<file path="src/rtl/core_ctrl_pkg.sv">
// Shared types and encodings for the multicycle RV32 control unit.
package core_ctrl_pkg;

  localparam int unsigned OP_W       = 7;
  localparam int unsigned F3_W       = 3;
  localparam int unsigned FLAG_W     = 4;
  localparam int unsigned ALU_CTRL_W = 4;
  localparam int unsigned SEL_W      = 2;

  // Bit positions inside flags = {N, Z, C, V}; Z is 1 when the result is non-zero
  localparam int unsigned FLAG_N = 3;
  localparam int unsigned FLAG_Z = 2;
  localparam int unsigned FLAG_C = 1;
  localparam int unsigned FLAG_V = 0;

  typedef enum logic [3:0] {
    S_FETCH    = 4'd0,
    S_DECODE   = 4'd1,
    S_MEMADR   = 4'd2,
    S_MEMREAD  = 4'd3,
    S_MEMWB    = 4'd4,
    S_MEMWRITE = 4'd5,
    S_EXECUTER = 4'd6,
    S_EXECUTEI = 4'd7,
    S_ALUWB    = 4'd8,
    S_BRANCH   = 4'd9,
    S_JAL      = 4'd10,
    S_TRAP     = 4'd11
  } state_t;

  localparam logic [ALU_CTRL_W-1:0] ALU_ADD = 4'b0000;
  localparam logic [ALU_CTRL_W-1:0] ALU_SUB = 4'b0001;
  localparam logic [ALU_CTRL_W-1:0] ALU_AND = 4'b0010;
  localparam logic [ALU_CTRL_W-1:0] ALU_OR  = 4'b0011;
  localparam logic [ALU_CTRL_W-1:0] ALU_SLT = 4'b0100;

  localparam logic [OP_W-1:0] OP_LOAD   = 7'b0000011;
  localparam logic [OP_W-1:0] OP_STORE  = 7'b0100011;
  localparam logic [OP_W-1:0] OP_RTYPE  = 7'b0110011;
  localparam logic [OP_W-1:0] OP_ITYPE  = 7'b0010011;
  localparam logic [OP_W-1:0] OP_BRANCH = 7'b1100011;
  localparam logic [OP_W-1:0] OP_JAL    = 7'b1101111;

  localparam logic [SEL_W-1:0] RES_ALUOUT    = 2'b00;
  localparam logic [SEL_W-1:0] RES_DATA      = 2'b01;
  localparam logic [SEL_W-1:0] RES_ALURESULT = 2'b10;

  localparam logic [SEL_W-1:0] SRCA_PC    = 2'b00;
  localparam logic [SEL_W-1:0] SRCA_OLDPC = 2'b01;
  localparam logic [SEL_W-1:0] SRCA_RS1   = 2'b10;

  localparam logic [SEL_W-1:0] SRCB_RS2  = 2'b00;
  localparam logic [SEL_W-1:0] SRCB_IMM  = 2'b01;
  localparam logic [SEL_W-1:0] SRCB_FOUR = 2'b10;

  localparam logic [SEL_W-1:0] IMM_I = 2'b00;
  localparam logic [SEL_W-1:0] IMM_S = 2'b01;
  localparam logic [SEL_W-1:0] IMM_B = 2'b10;
  localparam logic [SEL_W-1:0] IMM_J = 2'b11;

  // Immediate format for an opcode; anything without a special format uses I
  function automatic logic [SEL_W-1:0] imm_src(input logic [OP_W-1:0] op);
    case (op)
      OP_STORE:  return IMM_S;
      OP_BRANCH: return IMM_B;
      OP_JAL:    return IMM_J;
      default:   return IMM_I;
    endcase
  endfunction

endpackage

</file>
<file path="src/rtl/alu_decoder.sv">
// ALU operation decode for R/I-type instructions, flagging unsupported funct3.
module alu_decoder
  import core_ctrl_pkg::*;
(
  input  logic [OP_W-1:0]       op,
  input  logic [F3_W-1:0]       funct3,
  input  logic                  funct7b5,
  output logic [ALU_CTRL_W-1:0] ALUControl,
  output logic                  aluIllegal
);

  // funct7b5 selects SUB only for R-type; on I-type it is immediate data
  always_comb begin
    ALUControl = ALU_ADD;
    aluIllegal = 1'b0;
    case (funct3)
      3'b000:  if ((op == OP_RTYPE) && funct7b5) ALUControl = ALU_SUB;
      3'b010:  ALUControl = ALU_SLT;
      3'b110:  ALUControl = ALU_OR;
      3'b111:  ALUControl = ALU_AND;
      default: aluIllegal = 1'b1;
    endcase
  end

endmodule

</file>
<file path="src/rtl/multicycle_ctrl.sv">
// Multicycle RV32 control FSM. Define BRANCH_EXT_EN to add bne/blt/bge/bltu/bgeu.
module multicycle_ctrl
  import core_ctrl_pkg::*;
(
  input  logic                  clk,
  input  logic                  rst_n,
  input  logic [OP_W-1:0]       op,
  input  logic [F3_W-1:0]       funct3,
  input  logic                  funct7b5,
  input  logic [FLAG_W-1:0]     flags,
  input  logic                  memReady,
  output logic                  PCWrite,
  output logic                  AdrSrc,
  output logic                  MemWrite,
  output logic                  IRWrite,
  output logic                  RegWrite,
  output logic [SEL_W-1:0]      ResultSrc,
  output logic [SEL_W-1:0]      ALUSrcA,
  output logic [SEL_W-1:0]      ALUSrcB,
  output logic [SEL_W-1:0]      ImmSrc,
  output logic [ALU_CTRL_W-1:0] ALUControl,
  output logic                  illegalInstr
);

  state_t                  state;
  state_t                  next_state;
  logic [ALU_CTRL_W-1:0]   dec_alu_control;
  logic                    alu_illegal;
  logic                    branch_taken;
  logic                    branch_legal;

  alu_decoder u_alu_decoder (
    .op         (op),
    .funct3     (funct3),
    .funct7b5   (funct7b5),
    .ALUControl (dec_alu_control),
    .aluIllegal (alu_illegal)
  );

  assign ImmSrc = imm_src(op);

`ifdef BRANCH_EXT_EN
  // Branch condition from the SUB flags; Z high means the operands differ
  always_comb begin
    branch_taken = 1'b0;
    branch_legal = 1'b1;
    case (funct3)
      3'b000:  branch_taken = ~flags[FLAG_Z];
      3'b001:  branch_taken = flags[FLAG_Z];
      3'b100:  branch_taken = flags[FLAG_N] ^ flags[FLAG_V];
      3'b101:  branch_taken = ~(flags[FLAG_N] ^ flags[FLAG_V]);
      3'b110:  branch_taken = ~flags[FLAG_C];
      3'b111:  branch_taken = flags[FLAG_C];
      default: branch_legal = 1'b0;
    endcase
  end
`else
  // Only beq: taken when the difference is zero
  logic unused_flag_bits;
  assign unused_flag_bits = ^{flags[FLAG_N], flags[FLAG_C], flags[FLAG_V]};
  assign branch_legal     = (funct3 == 3'b000);
  assign branch_taken     = ~flags[FLAG_Z];
`endif

  // State register
  always_ff @(posedge clk or negedge rst_n) begin
    if (!rst_n) state <= S_FETCH;
    else        state <= next_state;
  end

  // Next-state and Moore output decode, with enables gated off during reset
  always_comb begin
    next_state   = state;
    PCWrite      = 1'b0;
    AdrSrc       = 1'b0;
    MemWrite     = 1'b0;
    IRWrite      = 1'b0;
    RegWrite     = 1'b0;
    ResultSrc    = RES_ALUOUT;
    ALUSrcA      = SRCA_PC;
    ALUSrcB      = SRCB_RS2;
    ALUControl   = ALU_ADD;
    illegalInstr = 1'b0;
    case (state)
      S_FETCH: begin
        ALUSrcB   = SRCB_FOUR;
        ResultSrc = RES_ALURESULT;
        IRWrite   = memReady;
        PCWrite   = memReady;
        if (memReady) next_state = S_DECODE;
      end
      S_DECODE: begin
        ALUSrcA = SRCA_OLDPC;
        ALUSrcB = SRCB_IMM;
        case (op)
          OP_LOAD, OP_STORE: next_state = S_MEMADR;
          OP_RTYPE:          next_state = S_EXECUTER;
          OP_ITYPE:          next_state = S_EXECUTEI;
          OP_BRANCH:         next_state = branch_legal ? S_BRANCH : S_TRAP;
          OP_JAL:            next_state = S_JAL;
          default:           next_state = S_TRAP;
        endcase
      end
      S_MEMADR: begin
        ALUSrcA    = SRCA_RS1;
        ALUSrcB    = SRCB_IMM;
        next_state = (op == OP_STORE) ? S_MEMWRITE : S_MEMREAD;
      end
      S_MEMREAD: begin
        AdrSrc = 1'b1;
        if (memReady) next_state = S_MEMWB;
      end
      S_MEMWB: begin
        ResultSrc  = RES_DATA;
        RegWrite   = 1'b1;
        next_state = S_FETCH;
      end
      S_MEMWRITE: begin
        AdrSrc   = 1'b1;
        MemWrite = 1'b1;
        if (memReady) next_state = S_FETCH;
      end
      S_EXECUTER: begin
        ALUSrcA    = SRCA_RS1;
        ALUSrcB    = SRCB_RS2;
        ALUControl = dec_alu_control;
        next_state = alu_illegal ? S_TRAP : S_ALUWB;
      end
      S_EXECUTEI: begin
        ALUSrcA    = SRCA_RS1;
        ALUSrcB    = SRCB_IMM;
        ALUControl = dec_alu_control;
        next_state = alu_illegal ? S_TRAP : S_ALUWB;
      end
      S_ALUWB: begin
        RegWrite   = 1'b1;
        next_state = S_FETCH;
      end
      S_BRANCH: begin
        ALUSrcA    = SRCA_RS1;
        ALUSrcB    = SRCB_RS2;
        ALUControl = ALU_SUB;
        PCWrite    = branch_taken;
        next_state = S_FETCH;
      end
      S_JAL: begin
        ALUSrcA    = SRCA_OLDPC;
        ALUSrcB    = SRCB_FOUR;
        PCWrite    = 1'b1;
        next_state = S_ALUWB;
      end
      S_TRAP: begin
        illegalInstr = 1'b1;
      end
      default: next_state = S_FETCH;
    endcase
    if (!rst_n) begin
      PCWrite      = 1'b0;
      IRWrite      = 1'b0;
      MemWrite     = 1'b0;
      RegWrite     = 1'b0;
      illegalInstr = 1'b0;
    end
  end

endmodule

</file>
<file path="config.mk">
export PLATFORM = sky130hd
export DESIGN_NAME = multicycle_ctrl
export DESIGN_NICKNAME = d
export VERILOG_FILES = /design/src/rtl/core_ctrl_pkg.sv /design/src/rtl/alu_decoder.sv /design/src/rtl/multicycle_ctrl.sv
export SDC_FILE = /design/constraint.sdc
export NUM_CORES = 1
export LEC_CHECK = 0
export ABC_CLOCK_PERIOD_IN_PS = 4000
export BUFFER_PORTS_ARGS = -buffer_cell sky130_fd_sc_hd__buf_4
export CAP_MARGIN = 20
export CELL_PAD_IN_SITES_DETAIL_PLACEMENT = 1
export CELL_PAD_IN_SITES_GLOBAL_PLACEMENT = 2
export CORE_UTILIZATION = 24
export CTS_BUF_LIST = sky130_fd_sc_hd__clkbuf_4
export CTS_CLUSTER_DIAMETER = 150
export DETAILED_ROUTE_END_ITERATION = 12
export GPL_TIMING_DRIVEN = 0
export PLACE_DENSITY_LB_ADDON = 0.1
export SLEW_MARGIN = 20
export SYNTH_ARGS = -nofsm -noshare
export SYNTH_HDL_FRONTEND = slang
export SYNTH_HIERARCHICAL = 1
export SYNTH_SLANG_ARGS = --single-unit
</file>
<file path="constraint.sdc">
create_clock -name clk -period 4 [get_ports clk]
set_clock_uncertainty 0.1 [all_clocks]
set_input_delay 0 -clock clk [delete_from_list [all_inputs] [get_ports clk]]
set_output_delay 0 -clock clk [all_outputs]
set_load 0.01 [all_outputs]
</file>
* Word-level counts from Yosys, hierarchy flattened
Index checks and enable logic that the tools add are counted.
** Storage, ports and cells
- Register bits after elaboration :: 4
- Latch bits :: 0
- Output and inout port bits :: 18
- Bits in read-only memories :: 0
- Bits of input ports :: 18
- Logic and storage cells :: 65
- Memories kept :: 0
- Memory bits (writable) :: 0
** Operators by class
- Eq/ne operators :: 23
- Bitwise gates (word level) :: 2
- $add $sub $neg :: 0
- Divide/modulo/power cells :: 0
- Order comparisons :: 0
- Multipliers :: 0
- Shift-type cells :: 0
- Multiplexer cells :: 26
- Reductions and logical operators :: 13
** Operators with widths (number)
- $pmux 4 s8 :: 1
- $pmux 4 s5 :: 1
- $eq 4x3->1 const B :: 4
- $eq 4x4->1 const B :: 4
- $pmux 4 s4 :: 1
- $eq 7x6->1 const B :: 2
- $eq 7x7->1 const B :: 2
- $mux 4 :: 3
- $pmux 2 s2 :: 3
- $reduce_or 2->1 :: 6
- $mux 1 :: 11
- $eq 4x2->1 const B :: 2
- $pmux 4 s2 :: 1
- $reduce_or 4->1 :: 2
- $eq 7x2->1 const B :: 1
- $eq 7x5->1 const B :: 1
- $eq 3x3->1 const B :: 2
- $ne 2x2->1 const B :: 3
- $pmux 2 s3 :: 1
- $eq 4x1->1 const B :: 1
- $logic_not 4->1 :: 1
- $mux 2 :: 2
- $reduce_and 4->1 :: 1
- $eq 3x2->1 const B :: 1
- other kinds (6) :: 7

* Logic depth before layout (Yosys ltp)
Gate-level depths: netlist (run 1).
- Depth in word-level cells :: 5
- Mapped depth :: 6

* Hierarchy
Netlist (run 1), hierarchy kept.
** Modules (own cells, without submodules)
- multicycle_ctrl :: area each 581.8 sq um, instances 1, cells each 84
- alu_decoder :: area each 68.8 sq um, instances 1, cells each 11

* Least setup slack after synthesis (run 1)
No wires, ideal clock.
- Path kind :: flip-flop to flip-flop
- Start :: register state[3]
- End :: register state[1]
- Clock period less this slack :: 1.302 ns
- Path buffers :: 1
- Cell stages (with the launch flop) :: 6
- Required time :: 3.779 ns
- Arrival time :: 1.081 ns
- Slack :: 2.698 ns
- Path through :: dfrtp_1 > buf_2 > nand2b_1 > a22oi_1 > o41ai_1 > a22o_1
** Between the ends
- Word-level cells in the longest chain between the ends :: 3
** RTL lines
- from (decl) :: line multicycle_ctrl.sv:25 : state_t state;
- from (signal assigned) :: line multicycle_ctrl.sv:68 : else state <= next_state;
- $eq 4x3->1 (tied with other cells) :: line multicycle_ctrl.sv:84 : case (state)
- $reduce_or 2->1 (no line) (tied with other cells)
- $pmux 4 s8 / $reduce_and 4->1 (equally long branches)
Parallel ways exist; a longest one is shown, timed or not.
A chain may end at the register's enable or synchronous reset.

* Worst setup path in the final report (run 1)
- Start :: register state[1]
- End :: output port ALUSrcB[1]
** Between the ends
- Word-level cells in the longest chain between the ends :: 3
** RTL lines
- $eq 4x1->1 (tied with other cells) :: line multicycle_ctrl.sv:84
- $reduce_or 3->1 (no line) / $reduce_or 2->1 (equally long branches)
- $pmux 2 s2 * :: line multicycle_ctrl.sv:84
- to (decl) :: line multicycle_ctrl.sv:19 : output logic [SEL_W-1:0] ALUSrcB,
Every way passes the cells marked *; elsewhere a longest branch is shown, timed or not.

==> results of run 1 <==
## Yosys cell counts, types with 2 or more instances
| cell | instances | area (um2) |
|---|---|---|
| nor3b_1 | 2 | 15.0 |
| a22oi_1 | 4 | 30.0 |
| and3_1 | 6 | 37.5 |
| o21a_1 | 2 | 15.0 |
| nand2b_1 | 4 | 25.0 |
| clkbuf_1 | 3 | 11.3 |
| nor2_1 | 10 | 37.5 |
| a22o_1 | 2 | 17.5 |
| o22ai_1 | 3 | 18.8 |
| or3_1 | 2 | 12.5 |
| o21ai_1 | 3 | 15.0 |
| a31oi_1 | 2 | 12.5 |
| nor2b_1 | 5 | 31.3 |
| nand3_1 | 4 | 20.0 |
| dfrtp_1 | 4 | 100 |
| nor4_1 | 3 | 18.8 |
| nor3_1 | 5 | 25.0 |
| nand2_1 | 6 | 22.5 |
| buf_2 | 4 | 20.0 |
## stage by stage
step | total power, mW | setup slack (ps)
floorplan | 0.335 | 2700
detailed placement | 0.491 | 2420
global route | 0.596 | 2180
CTS | 0.549 | 2280
global placement | 0.485 | 2440
finish | 0.544 | 2300
## per-layer routing
metal | vias to the layer above | track usage (%) | wire [um]
met1 | 392 | 22.4 | 1100
met4 | 0 | 3.85 | 9
met2 | 18 | 28.4 | 1060
li1 | 425 | - | -
met3 | 2 | 2.54 | 80
met5 | - | 0 | 0
## report_power, final
group	leakage [nW]	internal, mW	switching (mW)
combinational	0.393	0.188	0.236
clock	0.0138	0.0337	0.0182
sequential	0.0510	0.0579	0.0104
total	0.458	0.280	0.265
## cells by family after synthesis
| group | after synthesis | share of synthesized area, % |
|---|---|---|
| flip-flops | 4 | 15.4 |
| AND/OR/NAND/NOR | 56 | 50.8 |
| AO/OA/AOI/OAI | 22 | 23.5 |
| other | 1 | 0.576 |
| XOR/XNOR | 2 | 2.69 |
| buffers and inverters | 10 | 7.11 |
## worst paths after layout
kind | from | end | cells past startpoint
hold / removal | rst_n | state[3] | 2
hold reg to reg | state[0] | state[2] | 3
max in group asynchronous | rst_n | state[1] | 2
setup / recovery | state[1] | ALUSrcB[1] | 5
min in group clk | op[5] | state[0] | 4
setup reg to reg | state[1] | state[0] | 5
## layout make-up
type	count	area share [%]
repair buffers	33	26.2
flip-flops and latches	4	10.4
well taps	30	3.90
plain buffers	8	4.03
clock buffers	3	2.34
multi-input cells	81	52.3
inverters	2	0.779
==> reports/results.ini, run 1 <==
[timing]
hold_viol = 0
tightest_slew_ps = 548
finalMaxSlewViolations = 0
max_freq_mhz = 587
relSlewSlack_pct = 63.2
finalSetupViolations = 0
hold_ws_ps = 24.4
fin_crit_ps = 1700
setup_tns_ps = 0
rsz0062_at_grt = no
finalCritPeriodShare_pct = 42.6

[layout]
area_growth_pct = 48.1
fillers = 353
instances_no_fill = 161
final_layout_size_suffix_gt1_share_pct = 33.6
largest-register = state
final_area_um2 = 963
largest_reg_flops = 4
num_antenna_cells = 0
regArea_um2 = 100
final_cell_mix = 32 x buf_4, 10 x nor2_1, 6 x nand2_1, 6 x and3_1
final_common_cell = buf_4
final_nets = 151
postLayoutCoreUtil_pct = 38.2
multi_input_comb_area_um2 = 504
reg.largest.list = state (4)

[clock_network]
clock_sinks = 4
tritoncts = yes
cts_hold_buffers = 2
cts_resized = 0
cts_buffers = 3
cts_setup_buffers = 0
path_clk_slew_ps = 40
clock_path_buffers = 2
clkLatencyLatePin_ps = 240
cts-root-buf = clkbuf_4
htree_levels = 1

[flow_run]
cap_violations = 0

[detailed_routing]
dr_total_vias = 837
drcViolationCount = 0
via_per_inst = 5.20
finalWirelength_mm = 2.24
antenna_left = 0
first_iter_violations = 9
drtPass1Iterations = 2
wire_per_inst_um = 13.9

[placed_design]
place_congestion = 0.719
placed_area_um2 = 921
port_buffers = 31
dp.cells = 156
hpwl_mm = 1.77

[yosys]
synthDistinctLibCells = 40
syn_inst = 95
synth_flop_cell = dfrtp_1
synth_edf_count = 0
synth.net_count = 113
yosysWarnings = 6
synth.avg_cell_area_um2 = 6.85
synthArstFlopShare_pct = 100
seq_area_frac_synth_pct = 15.4
synth-seq-cells = 4
netlist_area_um2 = 651

[floorplan]
die-area_um2 = 2920
io_pins = 36
die_h_um = 54.1
die-width_um = 54.1
initial_core_util_pct = 25.8
rows = 18
coreArea_um2 = 2520

[worst_setup_path]
cpPeakStageDelay_ps = 410
cp_top_family = buffers and inverters
path_cells = buf_2 > clkbuf_1 > nor2b_1 > nor4_1 > buf_4
critPathLaunchType = register
worstSetupEndpointType = output pin
cp.required_ps = 3900
worstPathMaxFanout = 10
ff2ff_setup_slack_ps = 2420
worstPathArrival_ps = 1600
cp_slowest_cell = clkbuf_1
cp_num_buf_inv = 3
crit_type = register to output pin

[global_route]
grtUsageTotal_pct = 16.9
grt_pass1_vias = 774
overflow = 0
grt_pass1_wl_mm = 3.49
grt_max_degree = 11
grt_antenna_before_repair = 0

[power]
peakVddDrop_mv = 0.217
p_per_area_nw_per_um2 = 565
p_leak_nw = 0.458

[min_path]
hold_class = input port to async pin

[run_status]
status = completed

No activity file was read; power rests on OpenSTA's default activity.
==> inputs of run 2 (changes only) <==
ABC_AREA = 1   (was default)
ABC_CLOCK_PERIOD_IN_PS = 1510   (was 4000)
CORE_UTILIZATION = 19   (was 24)
clock period = 1.51 ns   (was 4 ns; I/O delays follow)
==> reports/results.ini, run 2 <==
[layout]
area_growth_pct = 56.4
num_antenna_cells = 0  ; unchanged
multi_input_comb_area_um2 = 473  ; -6.2%
final_common_cell = buf_4
reg.largest.list = state (4)
regArea_um2 = 103  ; +2.5%
largest_reg_flops = 4  ; unchanged
final_nets = 183  ; +21%
largest-register = state
postLayoutCoreUtil_pct = 31.4  ; -6.8 points
fillers = 470  ; +33%
final_layout_size_suffix_gt1_share_pct = 41.1  ; +7.5 points
final_cell_mix = 36 x buf_4, 31 x nand2_1, 22 x inv_1, 13 x nor2_1, 10 x nand3_1
instances_no_fill = 209  ; +30%

[timing]
finalSetupViolations = 0  ; unchanged
finalCritPeriodShare_pct = 96.8
finalMaxSlewViolations = 0  ; unchanged
max_freq_mhz = 684
rsz0062_at_grt = yes
fin_crit_ps = 1460
hold_ws_ps = 49.8  ; +25.3 ps
hold_viol = 0  ; unchanged
setup_tns_ps = 0  ; unchanged

[worst_setup_path]
cp_num_buf_inv = 4  ; +1
worstPathArrival_ps = 1360  ; -240 ps
cp_top_family = buffers and inverters
path_cells = inv_2 > nor2_4 > inv_2 > nor2_2 > inv_2 > o21ai_2 > a21oi_2 > nor2_2 > buf_4
cpPeakStageDelay_ps = 410  ; about the same
critPathLaunchType = register
worstPathMaxFanout = 4  ; -6
worstSetupEndpointType = output pin
critical_path.most_common_cell = inv_2
crit_type = register to output pin
cp_slowest_cell = dfrtp_1
cp.required_ps = 1410  ; -2490 ps

[yosys]
synthAdderAreaFrac_pct = 0  ; unchanged
synth_edf_count = 0  ; unchanged
syn_inst = 123  ; +29%
netlist_area_um2 = 674  ; +3.7%
synth_flop_cell = dfrtp_1
synth_mux_area_share_pct = 0  ; unchanged
synth_xor_area_share_pct = 0  ; -2.7 points
yosysMostFrequentCell = nand2_1
seq_area_frac_synth_pct = 14.8  ; -0.54 points
yosysWarnings = 6  ; unchanged
synth-seq-cells = 4  ; unchanged
synth_common_cells = 33 x nand2_1, 23 x inv_1, 13 x nor2_1
yosysTopAreaCell = nand2_1
synth.net_count = 141  ; +25%
synth_top_family_by_area = simple AND/OR/NAND/NOR gates
synthDominantCellAreaShare_pct = 18.4  ; +3.0 points
ys_top_cells_by_area = nand2_1 18%, dfrtp_1 15%, inv_1 13%
synthArstFlopShare_pct = 100  ; unchanged
yosys.area_share.simple_pct = 58.3  ; +7.5 points
synth-compound-area-share_pct = 9.09  ; -14 points
synth.avg_cell_area_um2 = 5.48  ; -20%
synthDistinctLibCells = 24  ; -40%

[clock_network]
clkLatencyLatePin_ps = 230  ; about the same
cts-root-buf = clkbuf_4
htree_levels = 1  ; unchanged
cts_buffers = 3  ; unchanged
tritoncts = yes
clock_path_buffers = 2  ; unchanged
clock_sinks = 4  ; unchanged
path_clk_slew_ps = 40  ; about the same

[power]
p_per_area_nw_per_um2 = 1530  ; +170%
p_leak_nw = 0.587  ; +28%
p_clk_share_pct = 8.1  ; -1.4 points
combPwrFrac_pct = 76.0  ; -1.9 points
pwr-share-seq_pct = 15.9  ; +3.3 points
p_int_uw = 794  ; +180%
peakVddDrop_mv = 0.664  ; +210%
swShare_pct = 50.9  ; +2.3 points
switchingPower_uw = 822  ; +210%

[global_route]
grt_pass1_vias = 837  ; +8.1%
grt_max_degree = 8  ; -3
grt_pass1_wl_mm = 3.39  ; -3.0%
grtUsageTotal_pct = 11.9  ; -5.0 points
grt_antenna_before_repair = 0  ; unchanged
overflow = 0  ; unchanged

[detailed_routing]
wire_per_inst_um = 9.92  ; -29%
drtPass1Iterations = 2  ; unchanged
dr_total_vias = 854  ; +2.0%
first_iter_violations = 11  ; +2
finalWirelength_mm = 2.07  ; -7.6%
drcViolationCount = 0  ; unchanged
antenna_left = 0  ; unchanged
via_per_inst = 4.09  ; -21%

[floorplan]
die-width_um = 61.6  ; +14%
die_h_um = 61.6  ; +14%
rows = 21  ; +3
die-area_um2 = 3790  ; +30%
initial_core_util_pct = 20.1  ; -5.7 points
io_pins = 36  ; unchanged
coreArea_um2 = 3360  ; +33%

[run_status]
status = completed

[placed_design]
dp.cells = 200  ; +28%
place_congestion = 0.724  ; +0.74%
hpwl_mm = 1.80  ; +1.9%
port_buffers = 31  ; unchanged

[min_path]
hold_class = input port to register

[flow_run]
cap_violations = 0  ; unchanged

run 2: layer usage:
layer | up-vias | track usage, % | share of wire, %
met2 | 13 | 19.7 | 48
met1 | 385 | 16.2 | 48
met3 | 0 | 1.26 | 4.0
met5 | - | 0 | 0
li1 | 456 | - | -
met4 | 0 | 3.81 | 0
run 2: power by group through the flow:
stage | logic (mW) | clock network, mW | registers (mW)
after floorplan | 0.710 | 0 | 0.241
after global placement | 1.13 | 0 | 0.258
after detailed placement | 1.12 | 0 | 0.256
after CTS | 1.22 | 0.138 | 0.253
after global routing | 1.39 | 0.143 | 0.269
final | 1.23 | 0.131 | 0.258
run 2: kinds of logic after synthesis:
logic type | after synthesis
AOI/OAI and AO/OA | 9
DFF | 4
and+or+nand+nor | 79
other | 1
buffers and inverters | 30
run 2: area by class of cell:
type | instances | area share (%)
multi-input cells | 89 | 44.8
plain buffers | 1 | 0.712
clock buffers | 3 | 2.14
inverters | 29 | 10.3
repair buffers | 37 | 26.8
well taps | 46 | 5.46
flip-flops and latches | 4 | 9.73
run 2: what timing repair did:
action / in CTS / in global routing
pin swaps: 2 / 3
endpoints found under the hold margin: 4 / 0
setup buffers: 3 / 1
hold buffers: 2 / 0
endpoints found under the setup margin: 2 / 8
gates resized for setup: 3 / 4
cloned: 0 / 0
run 2: worst register-to-register path: stages (launching register included):
cell     delay, ps
dfrtp_1        410
inv_2           90
nor2_4         160
buf_4          130
nand3_1         50
nor2_1         130
inv_1           60
nand3_1         60
nand2_1         70
nand2_1         60
run 2: path summary, 6_finish.rpt:
| path | end | from | slack, ps | cells after the start |
|---|---|---|---|---|
| min reg2reg | state[0] | state[0] | 510 | 2 |
| max in group asynchronous | state[2] | rst_n | 540 | 3 |
| min | state[2] | memReady | 50 | 4 |
| max | PCWrite | state[3] | 50 | 9 |
| min in group asynchronous | state[0] | rst_n | 590 | 3 |
| max reg2reg | state[2] | state[0] | 110 | 9 |
run 2: through the flow:
stage / total power [mW] / setup slack (ps) / area, um2
6_report: 1.62 / 48.7 / 1050
2_1_floorplan: 0.950 / 264 / 674
3_5_place_dp: 1.38 / 77.1 / 965
3_3_place_gp: 1.39 / 62.9 / 965
5_1_grt: 1.80 / -34.1 / 1050
4_1_cts: 1.61 / 7.21 / 1040
